<file path="src/rtl/pipe_stage_reg.sv">
// rtl/pipe_stage_reg.sv - pipeline-stage register with 2-entry skid buffer, flush, bubble masking and stall counter
module pipe_stage_reg #(
    parameter int CTRL_W = 2,
    parameter int DATA_W = 69,
    parameter int CNT_W  = 16
) (
    input  logic              clk,
    input  logic              rst,
    input  logic              flush,
    input  logic              in_valid,
    output logic              in_ready,
    input  logic [CTRL_W-1:0] in_ctrl,
    input  logic [DATA_W-1:0] in_data,
    output logic              out_valid,
    input  logic              out_ready,
    output logic [CTRL_W-1:0] out_ctrl,
    output logic [DATA_W-1:0] out_data,
    output logic [CNT_W-1:0]  stall_count
);

    localparam logic [1:0] ST_EMPTY = 2'd0;
    localparam logic [1:0] ST_ONE   = 2'd1;
    localparam logic [1:0] ST_TWO   = 2'd2;

    logic [1:0]        state;
    logic [1:0]        state_nxt;
    logic              in_ready_q;
    logic [CTRL_W-1:0] main_ctrl;
    logic [DATA_W-1:0] main_data;
    logic [CTRL_W-1:0] skid_ctrl;
    logic [DATA_W-1:0] skid_data;
    logic [CNT_W-1:0]  stall_q;
    logic              acc;
    logic              deq;
    logic              load_main;
    logic              load_skid;
    logic              main_from_skid;

    assign out_valid   = (state != ST_EMPTY);
    assign in_ready    = in_ready_q;
    assign acc         = in_valid && in_ready_q;
    assign deq         = out_valid && out_ready;
    assign out_ctrl    = main_ctrl & {CTRL_W{out_valid}};
    assign out_data    = main_data;
    assign stall_count = stall_q;

    always_comb begin
        state_nxt      = state;
        load_main      = 1'b0;
        load_skid      = 1'b0;
        main_from_skid = 1'b0;
        case (state)
            ST_EMPTY: begin
                if (acc) begin
                    load_main = 1'b1;
                    state_nxt = ST_ONE;
                end
            end
            ST_ONE: begin
                if (acc && deq) begin
                    load_main = 1'b1;
                end else if (acc) begin
                    load_skid = 1'b1;
                    state_nxt = ST_TWO;
                end else if (deq) begin
                    state_nxt = ST_EMPTY;
                end
            end
            ST_TWO: begin
                if (deq) begin
                    main_from_skid = 1'b1;
                    state_nxt      = ST_ONE;
                end
            end
            default: state_nxt = ST_EMPTY;
        endcase
        // Flush wins over everything, including an entry accepted this cycle.
        if (flush) begin
            state_nxt      = ST_EMPTY;
            load_main      = 1'b0;
            load_skid      = 1'b0;
            main_from_skid = 1'b0;
        end
    end

    always_ff @(posedge clk or negedge rst) begin
        if (!rst) begin
            state      <= ST_EMPTY;
            in_ready_q <= 1'b1;
            main_ctrl  <= '0;
            main_data  <= '0;
            skid_ctrl  <= '0;
            skid_data  <= '0;
        end else begin
            state      <= state_nxt;
            in_ready_q <= (state_nxt != ST_TWO);
            if (load_main) begin
                main_ctrl <= in_ctrl;
                main_data <= in_data;
            end else if (main_from_skid) begin
                main_ctrl <= skid_ctrl;
                main_data <= skid_data;
            end
            if (load_skid) begin
                skid_ctrl <= in_ctrl;
                skid_data <= in_data;
            end
        end
    end

    always_ff @(posedge clk or negedge rst) begin
        if (!rst) begin
            stall_q <= '0;
        end else if (out_valid && !out_ready && (stall_q != {CNT_W{1'b1}})) begin
            stall_q <= stall_q + CNT_W'(1);
        end
    end

endmodule

</file>
<file path="config.mk">
export PLATFORM = sky130hd
export DESIGN_NAME = pipe_stage_reg
export DESIGN_NICKNAME = d
export VERILOG_FILES = /design/src/rtl/pipe_stage_reg.sv
export SDC_FILE = /design/constraint.sdc
export NUM_CORES = 1
export LEC_CHECK = 0
export CORE_AREA = 2 2 138 140
export DETAILED_ROUTE_END_ITERATION = 8
export DIE_AREA = 0 0 140 142
export PLACE_DENSITY = 0.72
export RECOVER_POWER = 100
export SYNTH_ARGS = -nofsm -noshare
export SYNTH_HDL_FRONTEND = slang
export SYNTH_SLANG_ARGS = --single-unit
</file>
<file path="constraint.sdc">
create_clock -name clk -period 3 [get_ports clk]
set_input_delay 0.6 -clock clk [delete_from_list [all_inputs] [get_ports clk]]
set_output_delay 0.6 -clock clk [all_outputs]
set_load 0.01 [all_outputs]
</file>
# Yosys cells after proc, flatten, opt, wreduce, memory -nomap -nowiden
# Index checks and enable logic that the tools add are counted.
# totals
ff_bits	161
inputBits	76
out_inout_bits	89
wordCells	43
# op_classes
n_addsub	1
eq_ne	4
mux	21
n_bitwise	1
reduce_logical	9
# op_table
op	count
$mux W69	2
$add A16 B1 Y16 const B	1
$mux W2	8
$ne A16 B16 Y1 const B	1
$mux W1	9
$pmux W2 S3	1
$logic_and A1 B1 Y1	5
$reduce_bool A2 Y1	2
$and A2 B2 Y2	1
$eq A2 B1 Y1 const B	1
$eq A2 B2 Y1 const B	1
$logic_not A2 Y1	1
$ne A2 B2 Y1 const B	1
$pmux W1 S2	1
$logic_not A1 Y1	1

# Longest topological paths before layout
# depth
ltp_word	8
depth_mapped	7
mapped_depth_nobuf	5

# Worst setup path before layout
# Ideal clock, no wire load.
# synth_path
path_kind	input-to-reg
from	input in_valid
to	register main_data[24], in the netlist out_data[24]
setup_time_ns	0.137
t_arrival_ns	1.725
t_required_ns	2.863
path_slack_ns	1.138
path_stages	7
n_path_buf	3
cell_sequence	nand2_1 -> or4_1 -> buf_2 -> buf_2 -> buf_2 -> nor2_1 -> a21oi_1
# synth_via
elab_chain_len	6
word_cells_on_any_way	8
classes_between	mux (5); reduce/logical (3)
# synth_lines
element	line	source
from (decl)	10	input logic in_valid,
$logic_and A1 B1 Y1 *	41	assign acc = in_valid && in_ready_q;
$logic_and A1 B1 Y1	60	if (acc && deq) begin
$mux W1	60	
$pmux W1 S2 *	52	case (state)
$mux W1 *	78	if (flush) begin
$mux W69 / $reduce_bool A2 Y1 (equally long branches)	n/a	
to (signal assigned)	99	main_data <= in_data;
to (signal assigned)	102	main_data <= skid_data;
to (decl)	29	logic [DATA_W-1:0] main_data;
# Every way passes the cells marked *; elsewhere a longest branch is shown, timed or not.
# A chain may end at the register's enable or synchronous reset.

# Final worst setup path
# layout_path
from	register state[1]
to	output out_ctrl[0]
# layout_via
elab_chain_len	2
# layout_lines
element	line	source
from (decl)	25	logic [1:0] state;
from (signal assigned)	95	state <= state_nxt;
$reduce_bool A2 Y1	39	assign out_valid = (state != ST_EMPTY);
$and A2 B2 Y2	43	assign out_ctrl = main_ctrl & {CTRL_W{out_valid}};
to (decl)	16	output logic [CTRL_W-1:0] out_ctrl,
# Every way passes these cells.

==> summary.txt <==
Power
  – Pwr/cell area: 697 mW/mm²
  – NetSw: 1.70 mW
  – Clk pwr share: 0.338
  – Sequential fraction of design power: 0.461
  – Internal power: 4.78 mW
  – Leak: 3.88 nW
  – Peak VDD IR: 0.369 mV
  – Sw Share: 0.262
  – Comb pwr share: 0.201

Cells and area
  – Final nets: 781
  – Filler cell count: 1563
  – Antenna diodes: 0
  – Post-route insts no fill: 951
  – P&R area growth vs syn: 35.0%
  – Utilization after layout: 0.504
  – Share of post-route cells with drive strength above 1: 0.163

STA
  – Tcrit/Tclk final: 0.852
  – Final setup violation count: 0
  – Hold WS: 498 ps
  – Tmin final: 2560 ps
  – Slew headroom: -0.0945
  – Clock Skews: 7.70 ps
  – Slew Limit Fails: 62
  – Crit path setup slack, layout: 443 ps
  – Setup TNS: 0 ps
  – Final hold viol count: 0
  – Fmax: 391 MHz
  – RSZ-0062 raised after global routing: no
  – Worst slew pin tran: 1640 ps

Clocking
  – Clk pin slew, worst setup/hold paths: 70 ps
  – # Post-CTS Setup Buffers: 0
  – Clock sinks: 161
  – Clk root buf: clkbuf_16
  – Worst skew pair latency: 410 ps
  – Cts bufs inserted: 17
  – CTS tree: built
  – Hold_buf cts: 0
  – CTS max path bufs: 2
  – # resized after CTS: 0
  – H-tree Lvls: 4

Die
  – Die width: 140 µm
  – Die area: 0.0199 mm²
  – Core area: 0.0185 mm²
  – # rows: 50
  – Initial core utilization: 0.373
  – I/O Pins: 165
  – Die Ht: 142 µm

Critical path
  – CP Data Arrival Time: 1960 ps
  – Critical path capture point type: primary output
  – Slowest cell on crit path: dlygate4sd3_1
  – CP top delay family: buffers and inverters
  – Reg2reg start: in_ready$_DFF_PN1_
  – CP max stage delay: 600 ps
  – Buf/Inv on CP: 1
  – Worst setup path start: state[1]$_DFF_PN0_
  – Cell Chain, Critical Path: or2_2 > and2_1 > dlygate4sd3_1
  – CP Max Fanout: 7
  – Worst setup SP type: flip-flop
  – Setup CP Type: flip-flop to primary output
  – Worst EP required: 2400 ps

Run status
  – Failing checks: design-rule violations, max-capacitance violations, max-slew violations
  – Status: finished with violations

Placement
  – Dpl cells: 919
  – HPWL after DPL: 10100 µm
  – # port buffers: 164
  – GP Congestion: 0.740
  – Setup slack at placement: 544 ps

GRT
  – GRT Total Usage: 0.157
  – First-pass GRT wire length: 25100 µm
  – Vias in the first global route: 4960
  – Largest net degree at the start of global routing: 143
  – Initial antenna violation count: 0
  – Total grt overflow: 0

Yosys
  – Ranking of synthesized cells by area: dfrtp_1 58%, mux2_2 12%, mux2i_1 10%
  – Post-Syn Area: 0.00688 mm²
  – Distinct cells, synth: 34
  – Synthesized flop and latch total: 161
  – Area share of the largest cell type after synthesis: 0.582
  – Yosys warns: 0
  – Register area share after synthesis: 0.586
  – Net Count, Synth: 622
  – Post-Synthesis Cells: 545
  – Yosys top cell by area: dfrtp_1
  – Syn_area_per_cell: 12.6 µm²

Drt
  – DR WL/cell: 15.9 µm
  – DR vias/cell: 4.94
  – Final ANT Viol Nets: 0
  – Final wirelength: 15100 µm
  – Drt initial violations: 174
  – Vias: 4699
  – Drt drc: 11
  – First-pass detailed-route iteration total: 6

Run
  – Max-Cap Viols: 1

Min path
  – Worst hold path type: flip-flop to flip-flop
  – Worst hold start: stall_count[7]$_DFFE_PN0P_
-- cells in the mapped netlist --
cell / count
and4_1: 1
ha_1: 1
nor4bb_1: 1
nand3_1: 2
buf_12: 7
o21ai_0: 1
nor2_8: 1
nor4_1: 2
dfstp_2: 1
xor2_1: 14
and3_1: 3
buf_2: 10
o22a_2: 1
dfrtp_1: 160
or3b_4: 1
nor3_1: 6
buf_1: 3
nor2b_1: 1
nand2_1: 9
or2_2: 1
xnor2_1: 1
or4_1: 1
o21ba_2: 1
o21a_1: 1
mux2i_1: 72
nor3b_1: 2
a21oi_1: 71
clkbuf_1: 11
and2_1: 3
mux2_2: 73
nand4_1: 4
nor2_1: 77
inv_1: 1
o2111ai_1: 1
-- worst register-to-register path: stages (launching register included) --
cell,delay (ps)
dfstp_2,530
nand2_1,110
or4_2,640
buf_6,340
nor2_1,420
a21oi_1,60
-- kinds of logic after synthesis --
group                      share of synthesized area
and+or+nand+nor                               0.0760
DFF                                            0.586
buffers and inverters                         0.0358
AOI/OAI and AO/OA                             0.0576
adders and majority gates                    0.00182
xor gates and xnor gates                      0.0191
muxes                                          0.224
-- final timing paths --
check                      slack (ps)                         end  depth (start not counted)
min reg2reg                       500  stall_count[7]$_DFFE_PN0P_                          1
max reg2reg                       730    out_data[65]$_DFFE_PN0P_                          5
min                               500  stall_count[7]$_DFFE_PN0P_                          1
max                               440                 out_ctrl[0]                          3
min in group asynchronous         610  stall_count[8]$_DFFE_PN0P_                          1
max in group asynchronous        1370    out_data[59]$_DFFE_PN0P_                          2
-- through the flow --
stage | cell area (µm²) | total power [mW]
after floorplan | 6880 | 3.63
after global placement | 8710 | 4.34
after detailed placement | 8710 | 4.44
after CTS | 9320 | 6.66
after global routing | 9290 | 6.84
final | 9290 | 6.48
-- cell type report --
type | count | area [µm²] | area share
clock inverter | 10 | 124 | 0.0133
sequential | 161 | 4030 | 0.434
multi-input combinational | 352 | 2610 | 0.281
clock buffer | 22 | 484 | 0.0521
timing repair buffer | 171 | 1750 | 0.188
inverter | 1 | 3.75 | 0.000404
tap | 234 | 293 | 0.0315
-- power groups by stage --
stage	registers (mW)	clock network [mW]	logic, mW
2_1_floorplan	3.05	0	0.585
3_3_place_gp	2.99	0	1.35
3_5_place_dp	3.03	0	1.41
4_1_cts	3.00	2.25	1.41
5_1_grt	3.05	2.36	1.43
6_report	2.98	2.19	1.30
-- state kept, by name, summed over array words and instances, names as in the netlist --
signal / flops
main_ctrl: 2
state: 2
skid_data: 69
skid_ctrl: 2
out_data: 69
in_ready: 1
stall_count: 16
-- cells in the final DEF, fill, tap and decap left out, types with 4 or more instances in the layout --
cell type	n
xor2_1	14
mux2_2	73
clkbuf_8	4
nor2_1	77
nand4_1	4
clkbuf_16	17
clkdlybuf4s50_1	73
dfrtp_1	160
nor3_1	6
nand2_1	9
mux2i_1	72
buf_12	5
dlygate4sd3_1	90
a21oi_1	71
-- layer usage --
layer  vias to the layer above  routed length (µm)  global-route usage  part of all wire
met1                      2330                6560               0.203              0.43
met2                       119                7620               0.263              0.50
met5                         -                   0                   0                 0
met3                        16                 759              0.0441             0.050
li1                       2234                   -                   -                 -
met4                         0                 167              0.0409             0.011
No activity file was read; power rests on OpenSTA's default activity.
